===== config.mk =====
export PLATFORM = sky130hd
export DESIGN_NAME = conv_encoder_flat
export DESIGN_NICKNAME = d
export VERILOG_FILES = /design/src/rtl/conv_encoder_if.sv /design/src/rtl/conv_encoder.sv /design/src/flat_wrapper.sv
export SDC_FILE = /design/constraint.sdc
export NUM_CORES = 1
export LEC_CHECK = 0
export CAP_MARGIN = 20
export CORE_MARGIN = 5
export CORE_UTILIZATION = 30
export DETAILED_ROUTE_END_ITERATION = 10
export SYNTH_ARGS = -nofsm -noshare
export SYNTH_HDL_FRONTEND = slang
export SYNTH_SLANG_ARGS = --single-unit

===== constraint.sdc =====
create_clock -name clk -period 1.9 [get_ports clk]
set_clock_uncertainty 0.1 [all_clocks]
set_input_delay 0.19 -clock clk [delete_from_list [all_inputs] [get_ports clk]]
set_output_delay 0.19 -clock clk [all_outputs]
set_load 0.01 [all_outputs]

===== src/rtl/conv_encoder_if.sv =====
// Stream interface for conv_encoder: serial input bits in, 2-bit code symbols out.
interface conv_encoder_if;
    logic       i_valid;
    logic       o_ready;
    logic       i_bit;
    logic       i_last;
    logic       o_valid;
    logic       i_ready;
    logic [1:0] o_sym;
    logic [1:0] o_sym_mask;
    logic       o_last;

    modport master (
        input  i_valid, i_bit, i_last, i_ready,
        output o_ready, o_valid, o_sym, o_sym_mask, o_last
    );

    modport slave (
        output i_valid, i_bit, i_last, i_ready,
        input  o_ready, o_valid, o_sym, o_sym_mask, o_last
    );
endinterface


===== src/rtl/conv_encoder.sv =====
// Rate-1/2 feed-forward convolutional encoder with K-1 zero-tail frame termination.
// Optional rate-2/3 puncturing ([11;10]) when CONV_ENC_PUNCT_EN is defined.
module conv_encoder #(
    parameter int unsigned     K      = 3,
    parameter logic [K-1:0]    G0     = 3'b111,
    parameter logic [K-1:0]    G1     = 3'b101,
    parameter int unsigned     FCNT_W = 16
) (
    input  logic              clk,
    input  logic              rst,
    conv_encoder_if.master    bus,
    output logic              o_busy,
    output logic [FCNT_W-1:0] o_frame_cnt
);
    localparam int unsigned TW = $clog2(K);

    typedef enum logic [1:0] {S_DATA, S_TAIL, S_DONE} state_t;

    state_t            state_q, state_d;
    logic [K-2:0]      sr_q, sr_d;
    logic [TW-1:0]     tail_q, tail_d;
    logic              valid_q, valid_d;
    logic [1:0]        sym_q, sym_d;
    logic              last_q, last_d;
    logic              busy_q, busy_d;
    logic [FCNT_W-1:0] cnt_q, cnt_d;
    logic              ready_c;
    logic              slot_free;
    logic              load;
    logic              d;
    logic              tail_end;
    logic [K-1:0]      w;
`ifdef CONV_ENC_PUNCT_EN
    logic              phase_q, phase_d;
    logic [1:0]        mask_q, mask_d;
`endif

    assign slot_free = ~valid_q | bus.i_ready;

    // Next-state, encode and output-register load
    always_comb begin
        state_d  = state_q;
        sr_d     = sr_q;
        tail_d   = tail_q;
        valid_d  = valid_q & ~bus.i_ready;
        sym_d    = sym_q;
        last_d   = last_q & ~(valid_q & bus.i_ready);
        busy_d   = busy_q;
        cnt_d    = cnt_q;
        ready_c  = 1'b0;
        load     = 1'b0;
        d        = 1'b0;
        tail_end = 1'b0;
        w        = '0;
`ifdef CONV_ENC_PUNCT_EN
        phase_d  = phase_q;
        mask_d   = mask_q;
`endif

        case (state_q)
            S_DATA: begin
                ready_c = slot_free & ~rst;
                if (bus.i_valid && slot_free) begin
                    load   = 1'b1;
                    d      = bus.i_bit;
                    busy_d = 1'b1;
                    if (bus.i_last) begin
                        state_d = S_TAIL;
                        tail_d  = TW'(K - 1);
                    end
                end
            end
            S_TAIL: begin
                if (slot_free) begin
                    load   = 1'b1;
                    tail_d = tail_q - TW'(1);
                    if (tail_q == TW'(1)) begin
                        tail_end = 1'b1;
                        state_d  = S_DONE;
                    end
                end
            end
            S_DONE: begin
                // Frame closes only when the o_last symbol leaves the register
                if (valid_q && last_q && bus.i_ready) begin
                    sr_d    = '0;
                    cnt_d   = cnt_q + FCNT_W'(1);
                    busy_d  = 1'b0;
                    state_d = S_DATA;
`ifdef CONV_ENC_PUNCT_EN
                    phase_d = 1'b0;
`endif
                end
            end
            default: state_d = S_DATA;
        endcase

        if (load) begin
            w       = {sr_q, d};
            sym_d   = {^(w & G0), ^(w & G1)};
            valid_d = 1'b1;
            last_d  = tail_end;
            sr_d    = {sr_q[K-3:0], d};
`ifdef CONV_ENC_PUNCT_EN
            mask_d  = phase_q ? 2'b10 : 2'b11;
            if (phase_q) begin
                sym_d[0] = 1'b0;
            end
            phase_d = ~phase_q;
`endif
        end
    end

    always_ff @(posedge clk) begin
        if (rst) begin
            state_q <= S_DATA;
            sr_q    <= '0;
            tail_q  <= '0;
            valid_q <= 1'b0;
            sym_q   <= '0;
            last_q  <= 1'b0;
            busy_q  <= 1'b0;
            cnt_q   <= '0;
`ifdef CONV_ENC_PUNCT_EN
            phase_q <= 1'b0;
            mask_q  <= 2'b11;
`endif
        end else begin
            state_q <= state_d;
            sr_q    <= sr_d;
            tail_q  <= tail_d;
            valid_q <= valid_d;
            sym_q   <= sym_d;
            last_q  <= last_d;
            busy_q  <= busy_d;
            cnt_q   <= cnt_d;
`ifdef CONV_ENC_PUNCT_EN
            phase_q <= phase_d;
            mask_q  <= mask_d;
`endif
        end
    end

    assign bus.o_ready    = ready_c;
    assign bus.o_valid    = valid_q;
    assign bus.o_sym      = sym_q;
    assign bus.o_last     = last_q;
`ifdef CONV_ENC_PUNCT_EN
    assign bus.o_sym_mask = mask_q;
`else
    assign bus.o_sym_mask = 2'b11;
`endif
    assign o_busy         = busy_q;
    assign o_frame_cnt    = cnt_q;
endmodule


===== src/flat_wrapper.sv =====
// flat-port wrapper written by rule: the top's interface ports become plain ports
module conv_encoder_flat 
#(
    parameter int unsigned     K      = 3,
    parameter logic [K-1:0]    G0     = 3'b111,
    parameter logic [K-1:0]    G1     = 3'b101,
    parameter int unsigned     FCNT_W = 16
)
  (clk, rst, o_busy, o_frame_cnt, bus_i_valid, bus_i_bit, bus_i_last, bus_i_ready, bus_o_ready, bus_o_valid, bus_o_sym, bus_o_sym_mask, bus_o_last);
  conv_encoder_if bus_i ();
  input  logic clk;
  input  logic rst;
  output logic o_busy;
  output logic [FCNT_W-1:0] o_frame_cnt;
  input wire logic [$bits(bus_i.i_valid)-1:0] bus_i_valid;
  input wire logic [$bits(bus_i.i_bit)-1:0] bus_i_bit;
  input wire logic [$bits(bus_i.i_last)-1:0] bus_i_last;
  input wire logic [$bits(bus_i.i_ready)-1:0] bus_i_ready;
  output wire logic [$bits(bus_i.o_ready)-1:0] bus_o_ready;
  output wire logic [$bits(bus_i.o_valid)-1:0] bus_o_valid;
  output wire logic [$bits(bus_i.o_sym)-1:0] bus_o_sym;
  output wire logic [$bits(bus_i.o_sym_mask)-1:0] bus_o_sym_mask;
  output wire logic [$bits(bus_i.o_last)-1:0] bus_o_last;
  assign bus_i.i_valid = bus_i_valid;
  assign bus_i.i_bit = bus_i_bit;
  assign bus_i.i_last = bus_i_last;
  assign bus_i.i_ready = bus_i_ready;
  assign bus_o_ready = bus_i.o_ready;
  assign bus_o_valid = bus_i.o_valid;
  assign bus_o_sym = bus_i.o_sym;
  assign bus_o_sym_mask = bus_i.o_sym_mask;
  assign bus_o_last = bus_i.o_last;
  conv_encoder #(.K(K), .G0(G0), .G1(G1), .FCNT_W(FCNT_W)) u_core (.clk(clk), .rst(rst), .bus(bus_i), .o_busy(o_busy), .o_frame_cnt(o_frame_cnt));
endmodule

==> impl_metrics.yaml <==
synthesis:
  seq_area_frac_synth: 0.425
  synth_edf_count: 0
  yosysTopAreaCellShare: 0.425
  synthesis.area_um2: 1270
  synthMostInstantiatedCell: "dfxtp_1"
  synthTopCellsByCount: "dfxtp_1, a21oi_1, nor2_1"
  ys.flop_type: "dfxtp_1"
  synthArstFlopShare: 0
  postSynthCellCount: 152
  synthTopCellsByArea: "dfxtp_1, a21oi_1, nor2_1"
  ys_ff_latch: 27
  post_synth_num_cell_types: 33
  syn_area_per_cell_um2: 8.37
  synth_warnings: 0
  yosysTopAreaCell: "dfxtp_1"
power:
  clkPwrFrac: 0.322
  p_int_mw: 0.793
  p_comb_frac: 0.114
  power_mw: 1.05
  swShare: 0.245
  powerDensity_nw_per_um2: 606
  p_sw_mw: 0.257
  power_leakage_nw: 0.615
  seqPwrFrac: 0.564
  ir_drop_mv: 0.225
critical_path:
  critPathRequiredTime_ns: 2.02
  start_kind: "input pin"
  critPathArrivalTime_ns: 1.90
  crit_fanout: 5
  path_class: "input pin to flop"
  endpoint_kind: "flop"
finish:
  stdcell_count: 241
  multi_input_area_um2: 677
  area.sequential_um2: 542
  syn_to_final_growth_pct: 36.3
  n_antenna_cell: 0
  final_area_um2: 1730
  fillers: 418
  drive_above_1_share: 0.115
  nNetsFinal: 200
sta:
  drv_slew: 0
  rsz0062_at_grt: "false"
  fmax_mhz: 561
  finalSetupViolCount: 0
  post-route-min-period_ns: 1.78
  fin_setup_tns_ns: 0
  fin_hold_ws_ns: 0.359
  finalHoldViolations: 0
  finalCritPeriodShare: 0.938
place:
  gp_congestion: 0.802
  placed_area_um2: 1690
  port_buffers: 27
  placed_cells: 237
  post-dp-hpwl_um: 2420
global_routing:
  grt_pass1_wl_um: 5310
  grt_max_degree: 28
  overflow: 0
  grt_usage: 0.122
  antenna_found_initial: 0
  grt_pass1_vias: 1219
clock_tree:
  root_buffer: "clkbuf_8"
  cts_buffers: 3
  cts.path.max_buffers: 2
  hold_buffers: 0
  h-tree-depth: 1
  clkTransAtPathRegs_ns: 0.10
  cts_tree: "done"
  worstSkewPairLatency_ns: 0.27
  cts.sinks: 27
  post_cts_buffers: 0
detailed_routing:
  dr.first_iter.drc_count: 41
  wl_um: 3200
  ant_nets: 0
  firstDrtPassIters: 4
  routedWlPerCell_um: 13.3
  via_per_inst: 5.10
  via_count: 1230
  drc: 0
floorplanning:
  die-area_um2: 5640
  ios: 30
  fp-row-count: 23
  start_util: 0.314
  core-area_um2: 4060
  fp.dieW_um: 75.1
  die_height_um: 75.1
run_status:
  status: "finished, final reports clean"
hold_path:
  hold_class: "flop to flop"
run:
  maxCapViolations: 0
==> flip-flops by register name, indices dropped and copies added (netlist names) <==
| register | cells |
|---|---|
| u_core.sr_q | 2 |
| u_core.o_frame_cnt | 16 |
| u_core.state_q | 2 |
| u_core.bus.o_sym | 2 |
| u_core.o_busy | 1 |
| u_core.bus.o_last | 1 |
| u_core.bus.o_valid | 1 |
| u_core.tail_q | 2 |
==> routing by layer <==
metal  track usage  up-vias  share of wire
li1              -      620              -
met1         0.134      579           0.45
met2         0.212       25           0.47
met3        0.0374        6          0.064
met4        0.0613        0          0.018
met5             0        -              0
==> timing repair <==
| action | 4_1_cts | 5_1_grt |
|---|---|---|
| endpoints found under the hold margin | 0 | 0 |
| setup endpoints to repair | 1 | 3 |
| gates resized for setup | 1 | 1 |
| pin swaps | 0 | 0 |
==> cell usage in the layout (no fill, tap or decap) <==
| cell | Yosys | routed |
|---|---|---|
| clkdlybuf4s50_1 | 0 | 26 |
| dfxtp_1 | 27 | 26 |
| buf_4 | 2 | 17 |
| a21oi_1 | 15 | 15 |
| nor2_1 | 15 | 15 |
| nand2_1 | 11 | 11 |
| nand3_1 | 10 | 10 |
| xor2_1 | 6 | 6 |
| o31ai_1 | 5 | 5 |
| or4_1 | 5 | 5 |
| and3_1 | 4 | 4 |
| nand4_1 | 4 | 4 |
| or3_1 | 4 | 4 |
| xnor2_1 | 4 | 4 |
| inv_1 | 3 | 3 |
| nor4_1 | 3 | 3 |
| nor3_1 | 3 | 3 |
| o21ai_0 | 3 | 3 |
| clkbuf_8 | 0 | 3 |
| nor2b_1 | 2 | 2 |
| and4_1 | 2 | 2 |
| nand2b_1 | 2 | 2 |
| a31oi_1 | 2 | 2 |
| nor4b_1 | 2 | 2 |
| ha_1 | 2 | 2 |
| conb_1 | 1 | 2 |
| and4b_1 | 1 | 1 |
| and3b_1 | 1 | 1 |
| a211oi_1 | 1 | 1 |
| nor3b_1 | 1 | 1 |
| mux2i_1 | 1 | 1 |
| nand3_2 | 1 | 1 |
| a32oi_1 | 1 | 1 |
| clkbuf_1 | 6 | 1 |
| dlygate4sd2_1 | 0 | 1 |
| dfxtp_2 | 0 | 1 |
==> through the flow <==
stage / util / setup WS, ns
5_1_grt: 0.427 / 0.0202
6_report: 0.427 / 0.118
3_5_place_dp: 0.416 / -0.175
4_1_cts: 0.427 / 0.113
3_3_place_gp: 0.416 / -0.152
2_1_floorplan: - / 0.0969
==> final timing paths <==
| check | slack (ns) | startpoint | depth (start not counted) | endpoint |
|---|---|---|---|---|
| worst max register to register | 0.14 | u_core.bus.o_last | 4 | u_core.o_frame_cnt[15] |
| worst min-delay path | 0.36 | u_core.bus.o_sym[1] | 2 | u_core.bus.o_sym[1] |
| worst max-delay path | 0.12 | bus_i_ready | 5 | u_core.o_frame_cnt[15] |
| worst min register to register | 0.36 | u_core.bus.o_sym[1] | 2 | u_core.bus.o_sym[1] |
==> critical path: stages <==
cell	delay (ns)
clkdlybuf4s50_1	0.51
nand3_2	0.11
or3_1	0.45
or4_1	0.50
a21oi_1	0.14
==> cells by family (layout without fill, tap and decap cells) <==
logic type | after synthesis | after routing | share of synthesized area
flops | 27 | 27 | 0.425
simple gates | 71 | 71 | 0.307
mux | 1 | 1 | 0.00787
other cells | 1 | 2 | 0.00295
xor+xnor | 10 | 10 | 0.0688
compound gates | 27 | 27 | 0.123
fa+ha+maj | 2 | 2 | 0.0197
buf+inv | 13 | 51 | 0.0462
==> power by group through the flow <==
stage / Sequential (mW) / Combinational (mW) / Clock (mW)
floorplan: 0.606 / 0.0648 / 0
global placement: 0.604 / 0.119 / 0
detailed placement: 0.605 / 0.122 / 0
CTS: 0.592 / 0.121 / 0.341
global route: 0.595 / 0.135 / 0.368
finish: 0.592 / 0.120 / 0.338
==> cell type report <==
class / count / share of cell area
clock buffers: 4 / 0.0260
inverters: 3 / 0.00649
multi-input cells: 113 / 0.390
flip-flops and latches: 27 / 0.312
well taps: 50 / 0.0361
repair buffers: 44 / 0.229
Note: power is estimated with default switching activity, not from simulation.
